### src/rtl/fetch_unit_pkg.sv
// Shared definitions for the instruction fetch stage: FSM states and fetch constants.
package fetch_unit_pkg;

  typedef enum logic [1:0] {
    S_BOOT  = 2'd0,
    S_RUN   = 2'd1,
    S_FLUSH = 2'd2
  } state_t;

  localparam logic [31:0] DEFAULT_RESET_PC = 32'hBFC0_0000;
  localparam logic [31:0] WORD_BYTES       = 32'd4;

endpackage

### src/rtl/fetch_fifo.sv
// Small synchronous FIFO with push/pop/clear; head is visible combinationally for decode.
module fetch_fifo #(
  parameter int DEPTH = 2,
  parameter int WIDTH = 64,
  localparam int AW = $clog2(DEPTH),
  localparam int CW = AW + 1
) (
  input  logic             clk,
  input  logic             rst,
  input  logic             push,
  input  logic [WIDTH-1:0] push_data,
  input  logic             pop,
  input  logic             clear,
  output logic [WIDTH-1:0] head,
  output logic             empty,
  output logic [CW-1:0]    count
);

  logic [WIDTH-1:0] mem [DEPTH];
  logic [DEPTH-1:0] we;
  logic [AW-1:0]    rd_ptr_reg, wr_ptr_reg;
  logic [CW-1:0]    count_reg;

  genvar gi;
  generate
    for (gi = 0; gi < DEPTH; gi++) begin : g_we
      assign we[gi] = push && (wr_ptr_reg == AW'(gi));
    end
  endgenerate

  // Entries are reset so that instr/instr_pc read zero straight out of reset.
  always_ff @(posedge clk) begin
    for (int i = 0; i < DEPTH; i++) begin
      if (rst) begin
        mem[i] <= '0;
      end else if (we[i]) begin
        mem[i] <= push_data;
      end
    end
  end

  always_ff @(posedge clk) begin
    if (rst || clear) begin
      rd_ptr_reg <= '0;
      wr_ptr_reg <= '0;
      count_reg  <= '0;
    end else begin
      if (push) wr_ptr_reg <= wr_ptr_reg + 1'b1;
      if (pop)  rd_ptr_reg <= rd_ptr_reg + 1'b1;
      count_reg <= count_reg + CW'(push) - CW'(pop);
    end
  end

  assign head  = mem[rd_ptr_reg];
  assign empty = (count_reg == '0);
  assign count = count_reg;

endmodule

### src/rtl/fetch_unit.sv
// Instruction fetch: owns the PC, issues in-order word reads, buffers returned words for decode.
// Optional macro FETCH_MISALIGN_EN: misaligned redirect targets raise a sticky flag and halt fetch.
module fetch_unit
  import fetch_unit_pkg::*;
#(
  parameter logic [31:0] RESET_PC = DEFAULT_RESET_PC,
  parameter int          DEPTH    = 2
) (
  input  logic        clk,
  input  logic        rst,
  input  logic        PCsrc,
  input  logic [31:0] PCTarget,
  output logic        imem_req_valid,
  input  logic        imem_req_ready,
  output logic [31:0] imem_addr,
  input  logic        imem_rsp_valid,
  input  logic [31:0] imem_rdata,
  output logic [31:0] instr,
  output logic [31:0] instr_pc,
  output logic        instr_valid,
  input  logic        instr_ready,
  output logic        misaligned
);

  localparam int CW = $clog2(DEPTH) + 1;
  localparam logic [CW:0] DEPTH_W = (CW+1)'(DEPTH);

  state_t      state_reg, state_next;
  logic [31:0] fetch_pc_reg, rsp_pc_reg;
  logic [CW-1:0] outstanding_reg, outstanding_next;
  logic [CW-1:0] discard_reg, discard_next;
  logic [CW-1:0] fifo_count;
  logic [CW:0]   in_use;
  logic [31:0]   target;
  logic          halt, req_fire, rsp_push, pop, fifo_empty;
  logic [63:0]   fifo_head;

`ifdef FETCH_MISALIGN_EN
  logic misaligned_reg;

  always_ff @(posedge clk) begin
    if (rst) begin
      misaligned_reg <= 1'b0;
    end else if (PCsrc) begin
      misaligned_reg <= (PCTarget[1:0] != 2'b00);
    end
  end

  assign target     = PCTarget;
  assign halt       = misaligned_reg;
  assign misaligned = misaligned_reg;
`else
  assign target     = PCTarget & ~32'h3;
  assign halt       = 1'b0;
  assign misaligned = 1'b0;
`endif

  assign in_use   = {1'b0, outstanding_reg} + {1'b0, fifo_count};
  assign req_fire = imem_req_valid && imem_req_ready;
  assign rsp_push = (state_reg == S_RUN) && imem_rsp_valid && !PCsrc;
  assign pop      = instr_valid && instr_ready;

  always_comb begin
    outstanding_next = outstanding_reg + CW'(req_fire) - CW'(imem_rsp_valid);
  end

  always_ff @(posedge clk) begin
    if (rst) state_reg <= S_BOOT;
    else     state_reg <= state_next;
  end

  always_comb begin
    state_next     = state_reg;
    imem_req_valid = 1'b0;
    discard_next   = discard_reg;
    case (state_reg)
      S_BOOT:  state_next = S_RUN;
      S_RUN:   imem_req_valid = !halt && (in_use < DEPTH_W);
      S_FLUSH: begin
        if (imem_rsp_valid) discard_next = discard_reg - 1'b1;
        if (discard_next == '0) state_next = S_RUN;
      end
      default: state_next = S_BOOT;
    endcase
    // Everything still in flight after this edge is wrong-path, including a same-cycle accept.
    if (PCsrc) begin
      discard_next = outstanding_next;
      state_next   = (outstanding_next != '0) ? S_FLUSH : S_RUN;
    end
  end

  // rsp_pc_reg tracks the PC of the next response to be kept; responses return in order.
  always_ff @(posedge clk) begin
    if (rst) begin
      fetch_pc_reg    <= RESET_PC;
      rsp_pc_reg      <= RESET_PC;
      outstanding_reg <= '0;
      discard_reg     <= '0;
    end else begin
      outstanding_reg <= outstanding_next;
      discard_reg     <= discard_next;
      if (PCsrc) begin
        fetch_pc_reg <= target;
        rsp_pc_reg   <= target;
      end else begin
        if (req_fire) fetch_pc_reg <= fetch_pc_reg + WORD_BYTES;
        if (rsp_push) rsp_pc_reg   <= rsp_pc_reg + WORD_BYTES;
      end
    end
  end

  fetch_fifo #(
    .DEPTH (DEPTH),
    .WIDTH (64)
  ) u_fifo (
    .clk       (clk),
    .rst       (rst),
    .push      (rsp_push),
    .push_data ({imem_rdata, rsp_pc_reg}),
    .pop       (pop),
    .clear     (PCsrc),
    .head      (fifo_head),
    .empty     (fifo_empty),
    .count     (fifo_count)
  );

  assign imem_addr   = fetch_pc_reg;
  assign instr       = fifo_head[63:32];
  assign instr_pc    = fifo_head[31:0];
  assign instr_valid = !fifo_empty;

endmodule

### config.mk
export PLATFORM = sky130hd
export DESIGN_NAME = fetch_unit
export DESIGN_NICKNAME = d
export VERILOG_FILES = /design/src/rtl/fetch_unit_pkg.sv /design/src/rtl/fetch_fifo.sv /design/src/rtl/fetch_unit.sv
export SDC_FILE = /design/constraint.sdc
export NUM_CORES = 1
export LEC_CHECK = 0
export ABC_AREA = 1
export BUFFER_PORTS_ARGS = -buffer_cell sky130_fd_sc_hd__buf_4
export CAP_MARGIN = 20
export CORE_MARGIN = 2
export CORE_UTILIZATION = 35
export DETAILED_ROUTE_END_ITERATION = 8
export GPL_ROUTABILITY_DRIVEN = 0
export GPL_TIMING_DRIVEN = 0
export PLACE_DENSITY = 0.59
export SYNTH_ARGS = -nofsm -noshare
export SYNTH_HDL_FRONTEND = slang
export SYNTH_SLANG_ARGS = --single-unit
### constraint.sdc
create_clock -name clk -period 9 [get_ports clk]
set_clock_uncertainty 0.15 [all_clocks]
set_input_delay 0.45 -clock clk [delete_from_list [all_inputs] [get_ports clk]]
set_output_delay 0.45 -clock clk [all_outputs]
set_load 0.1 [all_outputs]
==> metrics.cfg <==
[status]
status=finished clean

[grt]
antenna_found_initial=0
grt_max_degree=63
overflow=0
grt_pass1_vias=7728
grt_usage_pct=18.26
grt_pass1_wl_mm=41.12

[clock_tree]
postCtsResizedCells=0
cts_tree=built
clk_pin_slew_worst_paths_ps=80
post_cts.repair.setup_buffers=0
root_buffer=clkbuf_16
postCtsHoldBufs=0
cts-buffers-inserted=17
worstSkewPairLatency_ps=440
htree_levels=4
numClockSinks=195
cts_max_path_buffers=2

[routing]
initialDrtViolationCount=569
wl_met1_mm=12.35
wirelength_mm=26.78
antenna_left=0
wire_per_inst_um=15.86
vias_per_cell=4.768
vias=8049
remaining_drc_errors=0
route.met2.wl_mm=12.21
wl_met3_mm=1.788
top_layer=met4
firstDrtPassIters=5

[synthesis]
synth.area.top_cells=edfxtp_1 (38%), dfxtp_1 (14%), nand2_1 (8.3%), mux2_2 (7.0%), nor2_1 (5.8%)
synthFlopType=edfxtp_1
synth_top_area_share_pct=37.50
ys_seq_elements=195
ys_seq_area_share_pct=51.81
synth_cell_types=39
synth_area_mm2=0.009930
synth_edf_count=124
yosysWarnings=0
synth_top_area_cell=edfxtp_1
synth_cells=1113
avgSynthCellArea_um2=8.921
async_flop_share_pct=0

[worst_setup_path]
reg2reg_to=state_reg[0]$_SDFFE_PP0P_
crit_cells=4
rrSetupSlack_ps=6340
endpoint=instr_pc[22]
reg2reg_from=u_fifo.count[0]$_SDFF_PP0_
cp_cell_sequence=clkbuf_1, buf_2, mux2_2, buf_4
cp_slowest_cell=clkbuf_1
required_ps=8400
slowest_delay_ps=430
path_max_fanout=10
cp_num_buf_inv=3
path_delay_family=buffers and inverters
r2r_cells=13
crit_type=flop to primary output
crit_arrival_ps=2180
startpoint_type=flop
crit_path_end_kind=primary output

[die]
chipWidth_um=172.4
core_area_mm2=0.02786
std_cell_rows=61
die_h_um=172.4
die_area_mm2=0.02973
io_pins=169
start_util_pct=35.64

[final_layout]
drive_gt1_share_pct=27.02
largest_reg_flops=124
antenna_cells=0
syn_to_final_growth_pct=23.50
post-route-util_pct=44.02
layout.nets=1375
fin_area_mm2=0.01226

[power_and_ir_drop]
power.density_mw_per_mm2=201.8
p_leak_nw=5.257
vdd.ir_drop.worst_mv=0.1016

[timing]
whs_ps=115.5
finalWorstSetupSlack_ps=6217
finalHoldViolations=0
worstMarginPinSlew_ps=909.4
setup_viol=0
grt_setup_unrepaired=false
relSlewSlack_pct=39.37
slew_violations=0
post-route-period-util_pct=30.92
fin_crit_ps=2783
fin_tns_setup_ps=0
fmax_ghz=0.3594

[flow_run]
max_cap_violations=0

[place]
placed_cell_area_mm2=0.01168
dp.final_hpwl_mm=19.55
port_buffers=160
preCtsSetupSlack_ps=6239

[min_path]
min-delay-start=PCTarget[21]
hold_path_class=primary input to flop

-- cells in the mapped netlist, types with 3 or more instances --
master and n:
nand3_1 72, xnor2_1 5, buf_2 11, o21ai_0 47, o211ai_1 4, edfxtp_1 124, dfxtp_1 71, xor2_1 13
nor2_4 7, inv_1 138, a21oi_1 46, or2_2 3, buf_6 14, nor2_2 38, buf_4 9, inv_2 3
nor3_1 11, nand2_1 220, ha_1 6, nand4_1 13, mux2_2 62, clkbuf_1 9, nor2_1 154, a31oi_1 14
-- power breakdown --
group	total (mW)	internal, mW	switching (mW)
registers	1.06	1.02	0.0460
clock network	0.774	0.396	0.378
logic	0.637	0.153	0.484
total	2.47	1.57	0.908
-- metrics by stage --
stage	total power, mW	std cells
floorplan	1.562	1117
global placement	1.718	1655
detailed placement	1.722	1657
CTS	2.490	1688
global route	2.578	1688
finish	2.474	1688
-- area by class of cell --
type	instances	area [um2]
Clock inverter	14	160.2
Inverter	144	546.8
Clock buffer	17	425.4
Buffer	44	317.8
Fill cell	2741	15600
Timing Repair Buffer	162	1241
Multi-Input combinational cell	734	3954
Sequential cell	195	5145
Tap cell	378	473.0
-- cells by family (layout without fill, tap and decap cells) --
kind of cell	Yosys count	in the layout	synth area share, %
AO/OA/AOI/OAI	114	114	6.061
XOR/XNOR	18	18	1.588
adder cells (fa/ha/maj)	7	7	0.9576
buffers and inverters	188	381	8.707
flip-flops	195	195	51.81
multiplexers	62	62	7.031
other	1	5	0.03777
AND/OR/NAND/NOR	528	528	23.80
-- worst min-delay path by stage --
| stage | to | slack (ps) | cells past startpoint |
|---|---|---|---|
| after global routing | imem_addr[21]$_SDFFE_PP0P_ | 100 | 3 |
| final | imem_addr[21]$_SDFFE_PP0P_ | 120 | 3 |
| after global placement | u_fifo.rd_ptr_reg$_SDFFE_PP0P_ | 290 | 1 |
| after floorplan | flop | 280 | 1 |
| after CTS | imem_addr[21]$_SDFFE_PP0P_ | 100 | 3 |
| after detailed placement | u_fifo.rd_ptr_reg$_SDFFE_PP0P_ | 290 | 1 |
-- metal layers --
layer  global-route usage [%]  vias to the layer above
met2                    29.30                      297
met1                    24.95                     3724
li1                         -                     3999
met4                    5.371                        0
met3                    3.639                       29
met5                        0                        -
-- placed cells by master (no fill, tap or decap), types with 6 or more instances in the layout --
cell type	instances
nand2_1	219
buf_4	169
nor2_1	154
inv_1	138
edfxtp_1	124
nand3_1	72
dfxtp_1	71
mux2_2	62
o21ai_0	46
a21oi_1	46
nor2_2	38
clkbuf_16	17
buf_6	14
a31oi_1	14
nand4_1	13
xor2_1	13
buf_2	11
nor3_1	11
clkbuf_1	9
nor2_4	7
ha_1	6
-- worst register-to-register path, delay by kind of cell, from the launching register on --
family / cells / cell delay (ps)
compound gates: 1 / 70
flops: 1 / 350
xor+xnor: 2 / 360
fa+ha+maj: 3 / 920
simple gates: 4 / 490
buf+inv: 3 / 220
Power figures use the tool's default switching activity.
